## src/rtl/axi_uartlite_responder_pkg.sv

```systemverilog
// UART-Lite register offsets, status bit layout and AXI response codes.
// Shared by the responder top and its byte FIFO; no logic of its own beyond the status packer.
package axi_uartlite_responder_pkg;

  localparam logic [1:0] UART_RX   = 2'd0;
  localparam logic [1:0] UART_TX   = 2'd1;
  localparam logic [1:0] UART_STAT = 2'd2;
  localparam logic [1:0] UART_CTRL = 2'd3;

  localparam int STAT_RX_NE    = 0;
  localparam int STAT_RX_FULL  = 1;
  localparam int STAT_TX_EMPTY = 2;
  localparam int STAT_TX_FULL  = 3;
  localparam int STAT_OVERRUN  = 5;

  localparam int CTRL_CLR_TX = 0;
  localparam int CTRL_CLR_RX = 1;

  localparam logic [1:0] AXI_RESP_OKAY = 2'b00;

  function automatic logic [31:0] stat_word(input logic rx_ne, input logic rx_full,
                                            input logic tx_empty, input logic tx_full,
                                            input logic ovr);
    logic [31:0] w;
    w                = '0;
    w[STAT_RX_NE]    = rx_ne;
    w[STAT_RX_FULL]  = rx_full;
    w[STAT_TX_EMPTY] = tx_empty;
    w[STAT_TX_FULL]  = tx_full;
    w[STAT_OVERRUN]  = ovr;
    return w;
  endfunction

endpackage

```

## src/rtl/axi_uartlite_responder_byte_fifo.sv

```systemverilog
// Byte FIFO, head visible combinationally; push/pop take effect on the clock edge.
// Push while full is dropped unless a pop frees the slot that cycle; clear overrides push and pop.
module axi_uartlite_responder_byte_fifo #(
  parameter int DEPTH = 16,
  parameter int AW    = 4
) (
  input  logic       clk,
  input  logic       rstn,
  input  logic       push,
  input  logic [7:0] din,
  input  logic       pop,
  input  logic       clear,
  output logic [7:0] dout,
  output logic       empty,
  output logic       full
);

  localparam logic [AW:0] FULL_CNT = (AW + 1)'(DEPTH);

  logic [7:0]    mem [DEPTH];
  logic [AW-1:0] wr_ptr;
  logic [AW-1:0] rd_ptr;
  logic [AW:0]   count;
  logic          do_pop;
  logic          do_push;

  assign empty   = (count == '0);
  assign full    = (count == FULL_CNT);
  assign dout    = mem[rd_ptr];
  assign do_pop  = pop & ~empty;
  assign do_push = push & (~full | do_pop);

  always_ff @(posedge clk or negedge rstn) begin
    if (!rstn) begin
      wr_ptr <= '0;
      rd_ptr <= '0;
      count  <= '0;
    end else if (clear) begin
      wr_ptr <= '0;
      rd_ptr <= '0;
      count  <= '0;
    end else begin
      if (do_push) wr_ptr <= wr_ptr + 1'b1;
      if (do_pop)  rd_ptr <= rd_ptr + 1'b1;
      count <= count + {{AW{1'b0}}, do_push} - {{AW{1'b0}}, do_pop};
    end
  end

  // Storage carries no reset; the count alone defines which entries are live.
  always_ff @(posedge clk) begin
    if (do_push && !clear) mem[wr_ptr] <= din;
  end

endmodule

```

## src/rtl/axi_uartlite_responder.sv

```systemverilog
// AXI4-lite UART-Lite responder: host byte streams in/out via RX/TX FIFOs; B two cycles after AW+W, R one cycle after AR.
// Holds AW/W/R until the master handshakes; RX host strobes never stall (dropped and flagged as overrun when full).
module axi_uartlite_responder
  import axi_uartlite_responder_pkg::*;
#(
  parameter int FIFO_DEPTH = 16,
  parameter int FIFO_AW    = 4
) (
  input  logic        clk,
  input  logic        rstn,
  input  logic        axi_awvalid,
  output logic        axi_awready,
  input  logic [31:0] axi_awaddr,
  input  logic [2:0]  axi_awprot,
  input  logic        axi_wvalid,
  output logic        axi_wready,
  input  logic [31:0] axi_wdata,
  input  logic [3:0]  axi_wstrb,
  output logic        axi_bvalid,
  input  logic        axi_bready,
  output logic [1:0]  axi_bresp,
  input  logic        axi_arvalid,
  output logic        axi_arready,
  input  logic [31:0] axi_araddr,
  input  logic [2:0]  axi_arprot,
  output logic        axi_rvalid,
  input  logic        axi_rready,
  output logic [31:0] axi_rdata,
  output logic [1:0]  axi_rresp,
  input  logic        rx_valid,
  input  logic [7:0]  rx_data,
  output logic        tx_valid,
  input  logic        tx_ready,
  output logic [7:0]  tx_data
);

  logic        bus_en;
  logic        aw_held, w_held, bvalid_q, rvalid_q;
  logic [1:0]  aw_reg;
  logic [7:0]  w_byte;
  logic        w_lane0;
  logic [31:0] rdata_q;
  logic        overrun;

  logic aw_hs, w_hs, b_hs, ar_hs, r_hs;
  logic wr_commit, reg_wr, ctrl_wr;
  logic tx_push, tx_pop, tx_clear, tx_empty, tx_full;
  logic rx_pop, rx_clear, rx_empty, rx_full;
  logic stat_rd, ovr_evt;
  logic [1:0]  rd_sel;
  logic [7:0]  rx_dout;
  logic [31:0] rd_val;
  logic        unused_bits;

  assign unused_bits = ^{axi_awaddr[31:4], axi_awaddr[1:0], axi_awprot, axi_wdata[31:8],
                         axi_wstrb[3:1], axi_araddr[31:4], axi_araddr[1:0], axi_arprot};

  // bus_en keeps every ready low until the first edge after reset release.
  assign axi_awready = bus_en & ~aw_held & ~bvalid_q;
  assign axi_wready  = bus_en & ~w_held & ~bvalid_q;
  assign axi_arready = bus_en & ~rvalid_q;
  assign axi_bvalid  = bvalid_q;
  assign axi_rvalid  = rvalid_q;
  assign axi_rdata   = rdata_q;
  assign axi_bresp   = AXI_RESP_OKAY;
  assign axi_rresp   = AXI_RESP_OKAY;

  assign aw_hs = axi_awvalid & axi_awready;
  assign w_hs  = axi_wvalid & axi_wready;
  assign b_hs  = bvalid_q & axi_bready;
  assign ar_hs = axi_arvalid & axi_arready;
  assign r_hs  = rvalid_q & axi_rready;

  assign wr_commit = aw_held & w_held & ~bvalid_q;
  assign reg_wr    = wr_commit & w_lane0;
  assign tx_push   = reg_wr & (aw_reg == UART_TX);
  assign ctrl_wr   = reg_wr & (aw_reg == UART_CTRL);
  assign tx_clear  = ctrl_wr & w_byte[CTRL_CLR_TX];
  assign rx_clear  = ctrl_wr & w_byte[CTRL_CLR_RX];

  assign rd_sel  = axi_araddr[3:2];
  assign rx_pop  = ar_hs & (rd_sel == UART_RX) & ~rx_empty;
  assign stat_rd = ar_hs & (rd_sel == UART_STAT);
  assign tx_pop  = tx_valid & tx_ready;
  assign ovr_evt = rx_valid & rx_full & ~rx_pop & ~rx_clear;

  always_comb begin
    rd_val = '0;
    case (rd_sel)
      UART_RX:   rd_val = rx_empty ? 32'd0 : {24'd0, rx_dout};
      UART_STAT: rd_val = stat_word(~rx_empty, rx_full, tx_empty, tx_full, overrun);
      default:   rd_val = '0;
    endcase
  end

  always_ff @(posedge clk or negedge rstn) begin
    if (!rstn) begin
      bus_en   <= 1'b0;
      aw_held  <= 1'b0;
      w_held   <= 1'b0;
      bvalid_q <= 1'b0;
      rvalid_q <= 1'b0;
      aw_reg   <= '0;
      w_byte   <= '0;
      w_lane0  <= 1'b0;
      rdata_q  <= '0;
      overrun  <= 1'b0;
    end else begin
      bus_en <= 1'b1;
      if (aw_hs) begin
        aw_held <= 1'b1;
        aw_reg  <= axi_awaddr[3:2];
      end
      if (w_hs) begin
        w_held  <= 1'b1;
        w_byte  <= axi_wdata[7:0];
        w_lane0 <= axi_wstrb[0];
      end
      if (wr_commit) bvalid_q <= 1'b1;
      if (b_hs) begin
        bvalid_q <= 1'b0;
        aw_held  <= 1'b0;
        w_held   <= 1'b0;
      end
      if (r_hs) rvalid_q <= 1'b0;
      if (ar_hs) begin
        rvalid_q <= 1'b1;
        rdata_q  <= rd_val;
      end
      // A fresh overrun beats the clear-on-read of STAT.
      if (ovr_evt)      overrun <= 1'b1;
      else if (stat_rd) overrun <= 1'b0;
    end
  end

  axi_uartlite_responder_byte_fifo #(.DEPTH(FIFO_DEPTH), .AW(FIFO_AW)) u_rx_fifo (
    .clk   (clk),
    .rstn  (rstn),
    .push  (rx_valid),
    .din   (rx_data),
    .pop   (rx_pop),
    .clear (rx_clear),
    .dout  (rx_dout),
    .empty (rx_empty),
    .full  (rx_full)
  );

  axi_uartlite_responder_byte_fifo #(.DEPTH(FIFO_DEPTH), .AW(FIFO_AW)) u_tx_fifo (
    .clk   (clk),
    .rstn  (rstn),
    .push  (tx_push),
    .din   (w_byte),
    .pop   (tx_pop),
    .clear (tx_clear),
    .dout  (tx_data),
    .empty (tx_empty),
    .full  (tx_full)
  );

  assign tx_valid = ~tx_empty;

endmodule
```

## config.mk

```make
export PLATFORM = sky130hd
export DESIGN_NAME = axi_uartlite_responder
export DESIGN_NICKNAME = d
export VERILOG_FILES = /design/src/rtl/axi_uartlite_responder_pkg.sv /design/src/rtl/axi_uartlite_responder_byte_fifo.sv /design/src/rtl/axi_uartlite_responder.sv
export SDC_FILE = /design/constraint.sdc
export NUM_CORES = 1
export LEC_CHECK = 0
export CAP_MARGIN = 10
export CORE_MARGIN = 2
export CORE_UTILIZATION = 55
export DETAILED_ROUTE_END_ITERATION = 7
export PLACE_DENSITY = 0.8
export SYNTH_ARGS = -nofsm -noshare
export SYNTH_HDL_FRONTEND = slang
export SYNTH_SLANG_ARGS = --single-unit
```

## constraint.sdc

```tcl
create_clock -name clk -period 3.9 [get_ports clk]
set_clock_uncertainty 0.1 [all_clocks]
set_input_delay 0.78 -clock clk [delete_from_list [all_inputs] [get_ports clk]]
set_output_delay 0.78 -clock clk [all_outputs]
set_load 0.01 [all_outputs]
```

# [Word level (Yosys, flattened, before mapping)]
# Memories as Yosys holds them, arrays and structs flattened.
# Cells that the tools add are included.
[totals] ff_bits=75 latch_bits=0 ramBits=256 rom_bits=0 output_inout_bits=50 memories=2
[classes] addsub=8 n_mul=0 n_div=0 n_lt_le_gt_ge=0 n_eq_ne=5 shift=0 muxes=26 bitwise_logic=40 reduce_logical=16
[mem_list] name="u_rx_fifo.mem" words=16 word_bits=8 read_ports=1 rd_clocked_by_memory_dff=0 write_ports=1 line_no="axi_uartlite_responder_byte_fifo.sv:20" source="logic [7:0] mem [DEPTH];"
[mem_list] name="u_tx_fifo.mem" words=16 word_bits=8 read_ports=1 rd_clocked_by_memory_dff=0 write_ports=1 line_no="axi_uartlite_responder_byte_fifo.sv:20"
[op_table] operator="$mux W4" n=8
[op_table] operator="$and A1 B1 Y1" n=28
[op_table] operator="$reduce_bool A2 Y1" n=9
[op_table] operator="$add A4 B1 Y4 const B" n=4
[op_table] operator="$pmux W8 S2" n=1
[op_table] operator="$mux W1" n=14
[op_table] operator="$add A5 B1 Y5" n=2
[op_table] operator="$eq A5 B5 Y1 const B" n=2
[op_table] operator="$logic_not A5 Y1" n=2
[op_table] operator="$mux W5" n=2
[op_table] operator="$not A1 Y1" n=10
[op_table] operator="$sub A5 B1 Y5" n=2
[op_table] operator="$mux W8" n=1
[op_table] operator="$eq A2 B2 Y1 const B" n=2
[op_table] operator="$eq A2 B1 Y1 const B" n=1
[op_table] operator="$logic_and A1 B1 Y1" n=2
[op_table] operator="$logic_not A1 Y1" n=2
[op_table] operator="$logic_not A2 Y1" n=1
[op_table] operator="$or A1 B1 Y1" n=2

# [Logic depth before layout (Yosys ltp)]
[depth] depth_word=11 ltp_mapped=15 ltp_nobuf=14

# [Cells and area by module]
# Synthesis repeated with hierarchy kept, for this count alone.
[unflattened] cells_unflattened=783 area_unflattened_um2=13147.6
[by_module_without_submodules] mod="axi_uartlite_responder_byte_fifo" instances=2 cells_each=336 area_each_um2=5913.2 seq_area_each_um2=4169.0
[by_module_without_submodules] mod="axi_uartlite_responder" instances=1 cells_each=111 area_each_um2=1321.3 seq_area_each_um2=625.6

# [Least setup slack after synthesis]
# OpenSTA, ideal clock, no wires.
[synth_timing] kind="input to register" startpoint="in axi_araddr[3]" endpoint="reg u_rx_fifo.count[4]" setup_time_ns=0.135 arrival_time_ns=2.890 required_ns=3.665 path_slack_ns=0.775 cell_stages=13 path_cell_list="nand4bb_1 or3_1 buf_2 clkinv_1 ha_1 inv_1 ha_1 inv_1 fa_1 nor2b_1 o21bai_1 a21oi_1 nor3b_1"
[synth_via] elab_chain_len=9
[synth_rtl] item="start: declaration" line_no="axi_uartlite_responder.sv:24" source="input logic [31:0] axi_araddr,"
[synth_rtl] item="$logic_not A2 Y1 *" line_no="axi_uartlite_responder.sv:82" source="assign rx_pop = ar_hs & (rd_sel == UART_RX) & ~rx_empty;"
[synth_rtl] item="$and A1 B1 Y1 * (2 in a row)" line_no="axi_uartlite_responder.sv:82"
[synth_rtl] item="$and A1 B1 Y1 *" line_no="axi_uartlite_responder_byte_fifo.sv:30" source="assign do_pop = pop & ~empty;"
[synth_rtl] item="$or A1 B1 Y1" line_no="axi_uartlite_responder_byte_fifo.sv:31" source="assign do_push = push & (~full | do_pop);"
[synth_rtl] item="$and A1 B1 Y1" line_no="axi_uartlite_responder_byte_fifo.sv:31"
[synth_rtl] item="$add A5 B1 Y5" line_no="axi_uartlite_responder_byte_fifo.sv:45" source="count <= count + {{AW{1'b0}}, do_push} - {{AW{1'b0}}, do_pop};"
[synth_rtl] item="$sub A5 B1 Y5 *" line_no="axi_uartlite_responder_byte_fifo.sv:45"
[synth_rtl] item="$mux W5 *" line_no="axi_uartlite_responder_byte_fifo.sv:38" source="end else if (clear) begin"
[synth_rtl] item="end signal: assignment" line_no="axi_uartlite_responder_byte_fifo.sv:45"
[synth_rtl] item="end: declaration" line_no="axi_uartlite_responder_byte_fifo.sv:23" source="logic [AW:0] count;"
# Mark *: on every way between the ends. The rest lies on a longest branch, timed or not.
# A chain may end at the register's enable or synchronous reset.

# [Worst setup path after layout]
[layout_timing] startpoint="reg u_tx_fifo.rd_ptr[0]" endpoint="out tx_data[7]"
[layout_via] elab_chain_len=1
[layout_rtl] item="start: declaration" line_no="axi_uartlite_responder_byte_fifo.sv:22" source="logic [AW-1:0] rd_ptr;"
[layout_rtl] item="start signal: assignment" line_no="axi_uartlite_responder_byte_fifo.sv:44" source="if (do_pop) rd_ptr <= rd_ptr + 1'b1;"
[layout_rtl] item="$mem_v2 Z16 W8"
[layout_rtl] item="end: declaration" line_no="axi_uartlite_responder.sv:34" source="output logic [7:0] tx_data"
# No other way between the ends.

==> results.md <==
- Status: completed
- Inserted Clock Buffers: 29
- Most frequent cell on the critical path: mux4_2
- YS warnings: 0
- First-pass GRT wire length: 39600 um
- Largest net degree at the start of global routing: 35
- H-tree levels: 1
- #FFs+latches synth: 307
- Critical Path Source: u_tx_fifo.rd_ptr[0]
- Clk slew on worst S/H paths: 0.07 ns
- Peak supply drop: 0.544 mV
- Initial core utilization: 0.564
- Setup Fix Bufs, Post-CTS: 0
- # rows: 55
- Share of cells above drive strength 1: 0.195
- Critical Path Slowest Stage Cell: mux4_2
- Die W: 157 um
- Reg2reg end: u_rx_fifo.count[4]
- Top-count cell post-synth: edfxtp_1
- Mapped Area: 12800 um2
- Cell-by-cell trace of the critical path: buf_12, mux4_2, mux4_2, clkdlybuf4s50_1
- IO Port Bufs: 51
- Top-area cell type share of the netlist area: 0.599
- Final Hold Fails: 0
- Fin area: 14700 um2
- Via count: 6701
- Die ar.: 24600 um2
- Multi-input gate area: 3440 um2
- Critical Path RT: 3.02 ns
- Synth area leader: edfxtp_1
- Dominant cells by area after synthesis: edfxtp_1, mux4_2, dfrtp_1, ha_1, buf_4
- CP Launch Type: flip-flop
- Final Setup Violations: 0
- Root Buffer: clkbuf_16
- Seq/Total Area, Yosys: 0.698
- RSZ-0062 raised after global routing: no
- Setup crit end kind: output pin
- Period utilization: 0.948
- Dpl cell area: 13700 um2
- Hold Crit Class: primary input to async pin
- Slew @ Worst Pin: 0.988 ns
- Leak: 5.15 nW
- Top Registers: u_rx_fifo.mem: 128 flops, u_tx_fifo.mem: 128 flops
- CP arrival: 2.82 ns
- Routed WL: 25900 um
- Net count of the finished layout: 941
- Headroom to the max-slew limit: 0.341
- GR Util met1: 0.317
- Fill count: 1471
- Fin crit period: 3.70 ns
- Cell count after synthesis: 708
- Fmax: 271 MHz
- Antenna Cells: 0
- Setup TNS: 0 ns
- Clock buffer depth: 3
- Post-cts resize count: 0
- Vias/cell: 5.94
- Synth Flop Type: edfxtp_1
- Reg2Reg Depth: 14
- Antenna violations before repair: 0
- EDFF count, synth: 256
- DRC violation total after the first TritonRoute iteration: 641
- CP max FO: 33
- Pwr Density: 700 nW/um2
- Syn_area_per_cell: 18.1 um2
- DP HPWL: 16400 um
- Register area: 8960 um2
- Max-cap viol count: 0
- Clk_lat worst skew: 0.53 ns
- GR Overflow Total: 0
- Grt met2 use: 0.347
- DR DRC count: 0
- Drt pass-1 iters: 5
- Max-slew violations: 0
- Grt peak-use layer: met2
- Vias in the first global route: 6927
- Global Route Usage Sum: 0.216
- Highest cell delay on the worst timing path: 0.58 ns
- Top cells by count, synth: edfxtp_1, mux4_2, dfrtp_1
- Synth unique cells: 56
- WS Path Type: flip-flop to output pin
- CTS tree: done
- Area Overhead vs Synth: 14.6%
- Worst R2R Start: u_rx_fifo.count[3]
- Routing usage on met3: 0.0352
- I/O Pins: 173
- Core box area: 22800 um2
- Routed length per instance: 23.0 um
- Clk sinks: 307
- # hold bufs at CTS: 0
- CP Capture Point: tx_data[7]
- Core Util, Final: 0.646
- Ys async rst share: 0.166
- Routability cong.: 0.787
- Register-to-register setup slack: 0.52 ns
- DIE HEIGHT: 157 um
- Detail Route Antenna Nets: 0
per-layer routing:
layer	routed length (um)	part of all wire
met1	10800	0.42
met2	12900	0.50
met5	0	0
met4	322	0.012
met3	1900	0.073
stage by stage:
step	cells	power [mW]	worst slack, ns	hold WS [ns]
floorplan	735	6.50	0.775	0.374
global placement	1076	7.21	0.403	0.377
detailed placement	1076	7.40	0.312	0.382
CTS	1129	10.3	0.173	0.189
global route	1129	10.7	0.102	0.228
finish	1129	10.3	0.204	0.179
cells by family (layout without fill, tap and decap cells):
logic type                 Yosys count  count (layout)  share of synthesized area
xor gates and xnor gates            10              10                    0.00682
AOI/OAI and AO/OA                   41              41                     0.0212
and+or+nand+nor                    128             128                     0.0534
DFF                                307             307                      0.698
other                                2              29                   0.000585
adders and majority gates           24              24                     0.0246
muxes                              103             103                      0.154
buffers and inverters               93             174                     0.0415
cells in the final DEF, fill, tap and decap left out, types with 6 or more instances in the layout:
| master | synthesis | layout |
|---|---|---|
| mux2_2 | 13 | 13 |
| buf_4 | 35 | 35 |
| nor2b_1 | 9 | 9 |
| nor3_1 | 9 | 9 |
| dfrtp_1 | 51 | 50 |
| nand3_1 | 12 | 12 |
| conb_1 | 2 | 29 |
| edfxtp_1 | 256 | 256 |
| mux4_2 | 61 | 61 |
| clkdlybuf4s50_1 | 0 | 50 |
| a21oi_1 | 14 | 14 |
| mux2i_1 | 19 | 19 |
| ha_1 | 22 | 22 |
| clkbuf_1 | 9 | 7 |
| inv_1 | 33 | 33 |
| nor4_1 | 9 | 9 |
| mux4_1 | 10 | 10 |
| nor2_1 | 31 | 31 |
| nand2_1 | 24 | 24 |
| and2_1 | 6 | 6 |
| clkbuf_16 | 0 | 29 |
where the power goes:
| part | total [mW] | internal [mW] | leakage (nW) | switching (mW) |
|---|---|---|---|---|
| registers | 4.74 | 4.14 | 2.93 | 0.601 |
| clock network | 2.92 | 1.76 | 0.483 | 1.16 |
| logic | 2.63 | 1.41 | 1.74 | 1.22 |
| total | 10.3 | 7.31 | 5.15 | 2.98 |
cell type report:
type	count	area share
Sequential cell	307	0.609
Clock inverter	14	0.0139
Timing Repair Buffer	87	0.0536
Inverter	34	0.00867
Multi-Input combinational cell	335	0.234
Tap cell	313	0.0266
Clock buffer	39	0.0539
critical path, delay by kind of cell, from the launching register on:
family / cells / cell delay, ns
multiplexers: 2 / 1.07
buffers and inverters: 2 / 0.78
flip-flops: 1 / 0.42
worst min-delay path by stage:
stage | startpoint | end | slack (ns) | depth (start not counted)
floorplan | w_lane0 | w_lane0 | 0.37 | 1
global placement | axi_rdata[4] | axi_rdata[4] | 0.38 | 2
detailed placement | axi_rdata[1] | axi_rdata[1] | 0.38 | 2
CTS | rstn | u_rx_fifo.wr_ptr[0] | 0.19 | 1
global route | rstn | u_rx_fifo.wr_ptr[1] | 0.23 | 1
finish | rstn | u_rx_fifo.wr_ptr[0] | 0.18 | 1
Power figures use the tool's default switching activity.
